`src/rtl/pearson_hash_arbiter.sv`:
```
// -----------------------------------------------------------------------------
// pearson_hash_arbiter
//
// Purpose:
//   Shares one Pearson hash datapath (XOR stage plus an external, asynchronous
//   read 256x8 permutation table) among NUM_REQ requesters. An idle arbiter
//   grants round-robin, accepts the winner's message length (clamped to
//   MAX_LEN), streams that requester's bytes through h := T[h ^ c] at one byte
//   per accepted beat, and returns the 8-bit hash tagged with the requester ID.
//
// Ports:
//   clk, reset          clock; asynchronous active-high reset
//   req_valid/req_len   per-requester start request and length (lane i at
//                       [i*LEN_W +: LEN_W])
//   req_ready           one-hot, single-cycle grant/accept pulse
//   in_data/in_valid    per-requester byte lanes (lane i at [i*8 +: 8])
//   in_ready            byte ready, only ever high on the granted lane
//   tbl_addr/tbl_data   permutation-table read port (same-cycle read data)
//   rsp_valid/rsp_ready result handshake
//   rsp_hash/rsp_id     hash value and owning requester
//   rsp_err             result was aborted by the byte-stall timeout
//
// Optional feature macro:
//   PEARSON_ARB_TIMEOUT_EN  adds a byte-stall counter; TIMEOUT consecutive
//                           idle cycles in HASH end the message early with
//                           rsp_err=1 and the partial hash. Undefined: rsp_err
//                           is tied low and HASH waits indefinitely.
// -----------------------------------------------------------------------------
module pearson_hash_arbiter #(
    parameter int NUM_REQ = 4,
    parameter int ID_W    = 2,
    parameter int LEN_W   = 5,
    parameter int MAX_LEN = 16,
    parameter int TIMEOUT = 15
) (
    input  logic                     clk,
    input  logic                     reset,
    input  logic [NUM_REQ-1:0]       req_valid,
    input  logic [NUM_REQ*LEN_W-1:0] req_len,
    output logic [NUM_REQ-1:0]       req_ready,
    input  logic [NUM_REQ*8-1:0]     in_data,
    input  logic [NUM_REQ-1:0]       in_valid,
    output logic [NUM_REQ-1:0]       in_ready,
    output logic [7:0]               tbl_addr,
    input  logic [7:0]               tbl_data,
    output logic                     rsp_valid,
    input  logic                     rsp_ready,
    output logic [7:0]               rsp_hash,
    output logic [ID_W-1:0]          rsp_id,
    output logic                     rsp_err
);

    // Elaboration-time sanity check of the parameter set.
    if (ID_W != $clog2(NUM_REQ) || NUM_REQ < 2 || NUM_REQ > 8 ||
        MAX_LEN >= (1 << LEN_W) || TIMEOUT < 1) begin : g_bad_params
        $error("pearson_hash_arbiter: inconsistent parameter set");
    end

    typedef enum logic [1:0] {
        IDLE = 2'd0,
        HASH = 2'd1,
        RESP = 2'd2
    } state_t;

    // Lengths above MAX_LEN are clamped rather than rejected.
    function automatic logic [LEN_W-1:0] clamp_len(input logic [LEN_W-1:0] len);
        if (int'(len) > MAX_LEN) begin
            return LEN_W'(MAX_LEN);
        end
        return len;
    endfunction

    state_t            r_state, w_state_nxt;
    logic [7:0]        r_h, w_h_nxt;
    logic [LEN_W-1:0]  r_cnt, w_cnt_nxt;
    logic [LEN_W-1:0]  r_len, w_len_nxt;
    logic [ID_W-1:0]   r_gid, w_gid_nxt;
    logic [ID_W-1:0]   r_last, w_last_nxt;

    logic              w_found;
    logic [ID_W-1:0]   w_win;
    logic [ID_W-1:0]   w_idx;
    logic [LEN_W-1:0]  w_win_len;
    logic [LEN_W-1:0]  w_win_len_clamped;
    logic [7:0]        w_byte;
    logic              w_byte_vld;

`ifdef PEARSON_ARB_TIMEOUT_EN
    localparam int STALL_W = $clog2(TIMEOUT + 1);
    logic               r_err, w_err_nxt;
    logic [STALL_W-1:0] r_stall, w_stall_nxt;
`endif

    // Round-robin search: first requester after last_grant, wrapping.
    always_comb begin
        w_found = 1'b0;
        w_win   = '0;
        w_idx   = '0;
        for (int k = 1; k <= NUM_REQ; k++) begin
            w_idx = ID_W'((int'(r_last) + k) % NUM_REQ);
            if (!w_found && req_valid[w_idx]) begin
                w_found = 1'b1;
                w_win   = w_idx;
            end
        end
    end

    // Lane selection: winner's length field and the granted byte lane.
    always_comb begin
        w_win_len  = '0;
        w_byte     = '0;
        w_byte_vld = 1'b0;
        for (int i = 0; i < NUM_REQ; i++) begin
            if (ID_W'(i) == w_win) begin
                w_win_len = req_len[i*LEN_W +: LEN_W];
            end
            if (ID_W'(i) == r_gid) begin
                w_byte     = in_data[i*8 +: 8];
                w_byte_vld = in_valid[i];
            end
        end
    end

    assign w_win_len_clamped = clamp_len(w_win_len);

    always_ff @(posedge clk or posedge reset) begin
        if (reset) begin
            r_state <= IDLE;
            r_h     <= '0;
            r_cnt   <= '0;
            r_len   <= '0;
            r_gid   <= '0;
            r_last  <= ID_W'(NUM_REQ - 1);
`ifdef PEARSON_ARB_TIMEOUT_EN
            r_err   <= 1'b0;
            r_stall <= '0;
`endif
        end else begin
            r_state <= w_state_nxt;
            r_h     <= w_h_nxt;
            r_cnt   <= w_cnt_nxt;
            r_len   <= w_len_nxt;
            r_gid   <= w_gid_nxt;
            r_last  <= w_last_nxt;
`ifdef PEARSON_ARB_TIMEOUT_EN
            r_err   <= w_err_nxt;
            r_stall <= w_stall_nxt;
`endif
        end
    end

    always_comb begin
        w_state_nxt = r_state;
        w_h_nxt     = r_h;
        w_cnt_nxt   = r_cnt;
        w_len_nxt   = r_len;
        w_gid_nxt   = r_gid;
        w_last_nxt  = r_last;
`ifdef PEARSON_ARB_TIMEOUT_EN
        w_err_nxt   = r_err;
        w_stall_nxt = r_stall;
`endif
        req_ready   = '0;
        in_ready    = '0;
        tbl_addr    = '0;
        rsp_valid   = 1'b0;
        rsp_hash    = '0;
        rsp_id      = '0;
        rsp_err     = 1'b0;

        case (r_state)
            IDLE: begin
                // Grant is suppressed while reset is held so req_ready reads 0.
                if (w_found && !reset) begin
                    req_ready[w_win] = 1'b1;
                    w_gid_nxt        = w_win;
                    w_len_nxt        = w_win_len_clamped;
                    w_h_nxt          = '0;
                    w_cnt_nxt        = '0;
`ifdef PEARSON_ARB_TIMEOUT_EN
                    w_stall_nxt      = '0;
`endif
                    w_state_nxt      = (w_win_len_clamped == '0) ? RESP : HASH;
                end
            end

            HASH: begin
                in_ready[r_gid] = 1'b1;
                tbl_addr        = r_h ^ w_byte;
                if (w_byte_vld) begin
                    w_h_nxt   = tbl_data;
                    w_cnt_nxt = r_cnt + 1'b1;
`ifdef PEARSON_ARB_TIMEOUT_EN
                    w_stall_nxt = '0;
`endif
                    if (r_cnt == r_len - LEN_W'(1)) begin
                        w_state_nxt = RESP;
                    end
                end
`ifdef PEARSON_ARB_TIMEOUT_EN
                else if (r_stall == STALL_W'(TIMEOUT - 1)) begin
                    // This idle cycle is the TIMEOUT-th in a row: abort.
                    w_stall_nxt = '0;
                    w_err_nxt   = 1'b1;
                    w_state_nxt = RESP;
                end else begin
                    w_stall_nxt = r_stall + 1'b1;
                end
`endif
            end

            RESP: begin
                rsp_valid = 1'b1;
                rsp_hash  = r_h;
                rsp_id    = r_gid;
`ifdef PEARSON_ARB_TIMEOUT_EN
                rsp_err   = r_err;
`endif
                if (rsp_ready) begin
                    w_last_nxt  = r_gid;
                    w_state_nxt = IDLE;
`ifdef PEARSON_ARB_TIMEOUT_EN
                    w_err_nxt   = 1'b0;
`endif
                end
            end

            default: begin
                w_state_nxt = IDLE;
            end
        endcase
    end

endmodule

```
`config.mk`:
```
export PLATFORM = sky130hd
export DESIGN_NAME = pearson_hash_arbiter
export DESIGN_NICKNAME = d
export VERILOG_FILES = /design/src/rtl/pearson_hash_arbiter.sv
export SDC_FILE = /design/constraint.sdc
export NUM_CORES = 1
export LEC_CHECK = 0
export CAP_MARGIN = 30
export CORE_ASPECT_RATIO = 2
export CORE_MARGIN = 8
export CORE_UTILIZATION = 43
export DETAILED_ROUTE_END_ITERATION = 8
export PLACE_DENSITY = 0.84
export SYNTH_ARGS = -nofsm -noshare
export SYNTH_HDL_FRONTEND = slang
export SYNTH_SLANG_ARGS = --single-unit
```
`constraint.sdc`:
```
create_clock -name clk -period 3.75 [get_ports clk]
set_input_delay 0.75 -clock clk [delete_from_list [all_inputs] [get_ports clk]]
set_output_delay 0.75 -clock clk [all_outputs]
set_load 0.01 [all_outputs]
```
Word-level counts from Yosys, hierarchy flattened
Index checks and enable logic that the tools add are counted.
{ "totals": {"reg_bits": 24, "inputBits": 71, "output_inout_bits": 28, "elab_cells": 108} }
{ "op_classes": {"reduce_logical": 19, "add_sub_neg": 6, "n_bitwise": 1, "eq_ne": 13, "n_lt_le_gt_ge": 9, "muxes": 54} }
{ "ops": {"columns": ["op", "n"], "rows": [
  ["8-bit two-way mux", 8],
  ["5-bit two-way mux", 8],
  ["2-bit two-way mux", 10],
  ["2-bit by 3-bit < comparator with 1-bit output (second input constant)", 6],
  ["1-bit two-way mux", 16],
  ["8-bit one-hot mux with 2 select lines", 1],
  ["4-bit two-way mux", 3],
  ["5-bit one-hot mux with 2 select lines", 1],
  ["1-bit binary-select mux with 2-bit select", 4],
  ["2-bit equality test (first input constant)", 4],
  ["2-bit inequality test (second input constant)", 4],
  ["8-bit XOR", 1],
  ["1-bit logical AND", 6],
  ["2-bit logical NOT", 3],
  ["2-bit one-hot mux with 3 select lines", 1],
  ["5-bit by 1-bit adder with 5-bit output (second input constant)", 1],
  ["5-bit equality test", 1],
  ["5-bit greater-than comparator (second input constant)", 1],
  ["5-bit logical NOT", 1],
  ["5-bit by 1-bit subtractor with 5-bit output (second input constant)", 1],
  ["2-bit by 1-bit adder with 2-bit output (second input constant)", 2],
  ["2-bit adder (second input constant)", 2],
  ["1-bit demux with 2-bit select", 2],
  ["1-bit by 2-bit equality test with 1-bit output (first input constant)", 2],
  ["other kinds (8)", 13]
]} }

Logic depth before layout (Yosys ltp)
{ "logic_depth": {"depth_word": 25, "ltp_mapped": 8, "mapped_depth_nobuf": 8} }

Worst setup path before layout
OpenSTA, ideal clock, no wires.
{ "synth_path": {"path_type": "input -> output", "start": "input port req_valid[3]", "end": "output port req_ready[0]", "path_slack_ns": 1.229, "arrival_ns": 1.771, "n_path_buf": 1, "t_required_ns": 3.000, "cell_stages": 5, "cell_sequence": "nor2_1 > a31oi_4 > buf_8 > or3_2 > nor2_1"} }
{ "synth_via": {"elab_chain_cells": 18, "elab_cells_between_ends": 30, "classes_between": "2 x order compare; 20 x mux; 8 x reduce/logical"} }
{ "synth_lines": {"columns": ["item", "line_no", "text"], "rows": [
  ["start: declaration", "38", "input logic [NUM_REQ-1:0] req_valid,"],
  ["1-bit binary-select mux with 2-bit select", "101", "if (!w_found && req_valid[w_idx]) begin"],
  ["1-bit two-way mux (not written as such)", "101", null],
  ["1-bit two-way mux", "101", null],
  ["1-bit logical NOT", "101", null],
  ["1-bit logical AND", "101", null],
  ["1-bit two-way mux", "101", null],
  ["1-bit logical NOT", "101", null],
  ["1-bit logical AND", "101", null],
  ["[2 not listed]", null, null],
  ["1-bit logical AND", "101", null],
  ["2-bit two-way mux", "101", null],
  ["2-bit by 3-bit < comparator with 1-bit output (not written as such) or 2-bit by 1-bit greater-or-equal comparator with 1-bit output (tied branches)", "175", "req_ready[w_win] = 1'b1;"],
  ["1-bit logical AND (not written as such)", "175", null],
  ["1-bit two-way mux (not written as such)", "175", null],
  ["1-bit demux with 2-bit select", "175", null],
  ["4-bit two-way mux *", "174", "if (w_found && !reset) begin"],
  ["4-bit two-way mux *", "171", "case (r_state)"],
  ["end: declaration", "40", "output logic [NUM_REQ-1:0] req_ready,"]
]} }
Every way passes the cells marked *; elsewhere a longest branch is shown, timed or not. The select of a mux whose other input is x is not followed.

Worst setup path after layout
{ "layout_path": {"start": "input port req_valid[0]", "end": "output port req_ready[1]"} }
Same word-level chain as after synthesis.

==> results_dict.tcl <==
set metrics [dict create \
    status "finished, final reports clean" \
    seq_area_um2 603 \
    grt_max_degree 25 \
    fp.coreArea_mm2 0.00425 \
    required_ns 3.00 \
    area_delta_synth_final_pct 56.3 \
    pwr-share-seq_pct 28.7 \
    worst-setup-path-type "in -> out" \
    ys_warn_count 0 \
    min_path_type "reg -> reg" \
    grt_antenna_before_repair 0 \
    fp.dieH_um 109 \
    yosysUniqueCellTypes 45 \
    drc 0 \
    vias_per_cell 5.29 \
    cap_violations 0 \
    cts_resized 0 \
    irDropWorstVdd_uv 440 \
    arrival_ns 2.84 \
    syn_area_per_cell_um2 9.92 \
    use_met3_pct 4.12 \
    gr-usage-met2_pct 28.7 \
    place_congestion 0.786 \
    cts_setup_buffers 0 \
    num_io_pins 99 \
    intPower_w 0.00114 \
    clock_latency_ns 0.26 \
    global_route.usage.met1_pct 18.7 \
    synth_edf_count 0 \
    synthArstFlopShare_pct 100 \
    end_kind "output pin" \
    dp_cells 332 \
    grt_pass1_vias 1824 \
    finalCritPeriodShare_pct 95.8 \
    drive_above_1_share_pct 9.57 \
    fill_cells 341 \
    wl_mm 5.74 \
    syn_nets 261 \
    clockPowerShare_pct 8.8 \
    start_util_pct 43.9 \
    diodes 0 \
    dp_hpwl_mm 4.85 \
    ys_seq_elements 24 \
    dieWidth_um 62.6 \
    max_freq_mhz 278 \
    htree_levels 1 \
    nets 356 \
    setup_viol 0 \
    p_per_area_mw_per_mm2 660 \
    syn_area_mm2 0.00187 \
    path_clk_slew_ns 0.08 \
    clock_skew_ns 0.00140 \
    rsz0062_at_grt "no" \
    startpoint_type "primary input" \
    p_leak_nw 1.20 \
    ctsHoldBuffers 0 \
    clock-sinks 24 \
    cts_buffers 3 \
    worstMarginPinSlew_ns 0.898 \
    crit_fanout 4 \
    netlist_instances 188 \
    multiInputGateArea_mm2 0.00116 \
    clock_path_buffers 2 \
    ant_nets 0 \
    vias 1778 \
    pwr-share-comb_pct 62.5 \
    io_buffers 97 \
    fin_crit_ns 3.59 \
    cts_tree "yes" \
    slew_headroom_pct 40.1 \
    synth_ff_type "dfrtp_1" \
    p_sw_w 0.000783 \
    wire_per_inst_um 17.1 \
    grt_pass1_wl_mm 9.10 \
    overflow 0 \
    drv_slew 0 \
    grt_use_total_pct 16.0 \
    drt_first_pass_iters 4 \
    swShare_pct 40.7 \
    clock-root-buffer "clkbuf_8" \
    grt.busiest_layer "met2" \
    fin_tns_setup_ns 0 \
    dieArea_mm2 0.00683 \
    std_cell_rows 34 \
    yosysSeqAreaShare_pct 32.3 \
    stdcell_count 336 \
    hold_violations 0 \
    drt-initial-drc-count 93 \
]
==> layer usage <==
| layer | vias up | part of all wire (%) |
|---|---|---|
| met3 | 6 | 6.1 |
| met4 | 0 | 0.98 |
| met2 | 64 | 52 |
| met5 | - | 0 |
| li1 | 858 | - |
| met1 | 850 | 41 |
==> synthesized netlist by cell type, drive strengths merged, types with 2 or more instances <==
master  number  share of area, %
dfstp        2               2.8
xnor2       10               4.7
mux4         9                11
a22o         9               4.2
ha           2               1.3
nor3         7               2.1
nand3        4               1.1
clkbuf       2              0.40
a31oi        2               1.5
a211o        2              0.94
a22oi        2              0.80
nand2        6               1.2
and2        11               3.7
buf          8               3.1
mux2         2               1.2
xor2         6               2.8
a21oi        4               1.1
a21o         2              0.80
mux2i       16               8.6
nand4        3               1.0
dfrtp       22                30
nand2b       3               1.4
inv         11               2.2
o21ai       10               3.3
nor2        22               4.4
==> cell usage in the layout, fill, tap and decap left out, types with 3 or more instances in the layout <==
master and count:
nor2_1 22, mux4_2 9, o21ai_1 4, nand2_1 6
mux2i_1 16, nor3_1 6, clkdlybuf4s50_1 97, inv_1 11
dfrtp_1 22, a21oi_1 4, nand3_1 4, nand4_1 3
xor2_1 6, clkbuf_8 4, buf_4 3, o21ai_0 5
and2_1 11, xnor2_1 10, a22o_1 9
==> cell type report <==
| class | instances | share of cell area, % |
|---|---|---|
| Tap cell | 54 | 2.32 |
| Clock buffer | 4 | 1.89 |
| Timing Repair Buffer | 100 | 34.1 |
| Inverter | 11 | 1.42 |
| Sequential cell | 24 | 20.7 |
| Multi-Input combinational cell | 143 | 39.6 |
==> worst paths after layout <==
check | start | endpoint | slack, ns | cells after the start
min in group asynchronous | reset | r_state[1]$_DFFE_PP0P_ | 1.02 | 2
max | req_valid[0] | req_ready[1] | 0.16 | 6
max reg2reg | r_gid[0]$_DFFE_PP0P_ | r_state[0]$_DFFE_PP0P_ | 1.59 | 5
min reg2reg | r_last[0]$_DFFE_PP1P_ | r_last[0]$_DFFE_PP1P_ | 0.54 | 2
min | r_last[0]$_DFFE_PP1P_ | r_last[0]$_DFFE_PP1P_ | 0.54 | 2
max in group asynchronous | reset | r_h[2]$_DFFE_PP0P_ | 2.17 | 2
==> registers in the layout (all words and copies together), names as in the netlist <==
signal,count
r_gid,2
r_cnt,5
r_len,5
r_h,8
r_state,2
r_last,2
==> worst max-delay path, cell delays in order <==
cell             delay (ns)
clkdlybuf4s50_1        0.58
nor2_1                 0.07
a211o_1                0.30
or3_2                  0.47
nor2_1                 0.12
clkdlybuf4s50_1        0.55
==> through the flow <==
| stage | cell area, um2 | hold slack, ns | power, W | setup WS (ns) | utilization (%) |
|---|---|---|---|---|---|
| floorplan | 1870 | 0.495 | 0.00132 | 1.23 | - |
| global placement | 2860 | 0.527 | 0.00172 | 0.203 | 67.3 |
| detailed placement | 2860 | 0.533 | 0.00177 | 0.174 | 67.3 |
| CTS | 2920 | 0.545 | 0.00194 | 0.167 | 68.6 |
| global route | 2920 | 0.574 | 0.00207 | 0.0808 | 68.6 |
| finish | 2920 | 0.540 | 0.00193 | 0.159 | 68.6 |
==> power by group through the flow <==
stage	clock [W]	sequential, W	combinational [W]
floorplan	0	0.000464	0.000852
global placement	0	0.000550	0.00117
detailed placement	0	0.000560	0.00121
CTS	0.000174	0.000554	0.00121
global route	0.000184	0.000578	0.00131
finish	0.000170	0.000553	0.00120
==> cells by family after synthesis <==
family	share of synthesized area, %
xor gates and xnor gates	7.51
buffers and inverters	5.70
and+or+nand+nor	17.3
AOI/OAI and AO/OA	15.0
other	0.201
muxes	20.7
DFF	32.3
adders and majority gates	1.34
Power figures use the tool's default switching activity.
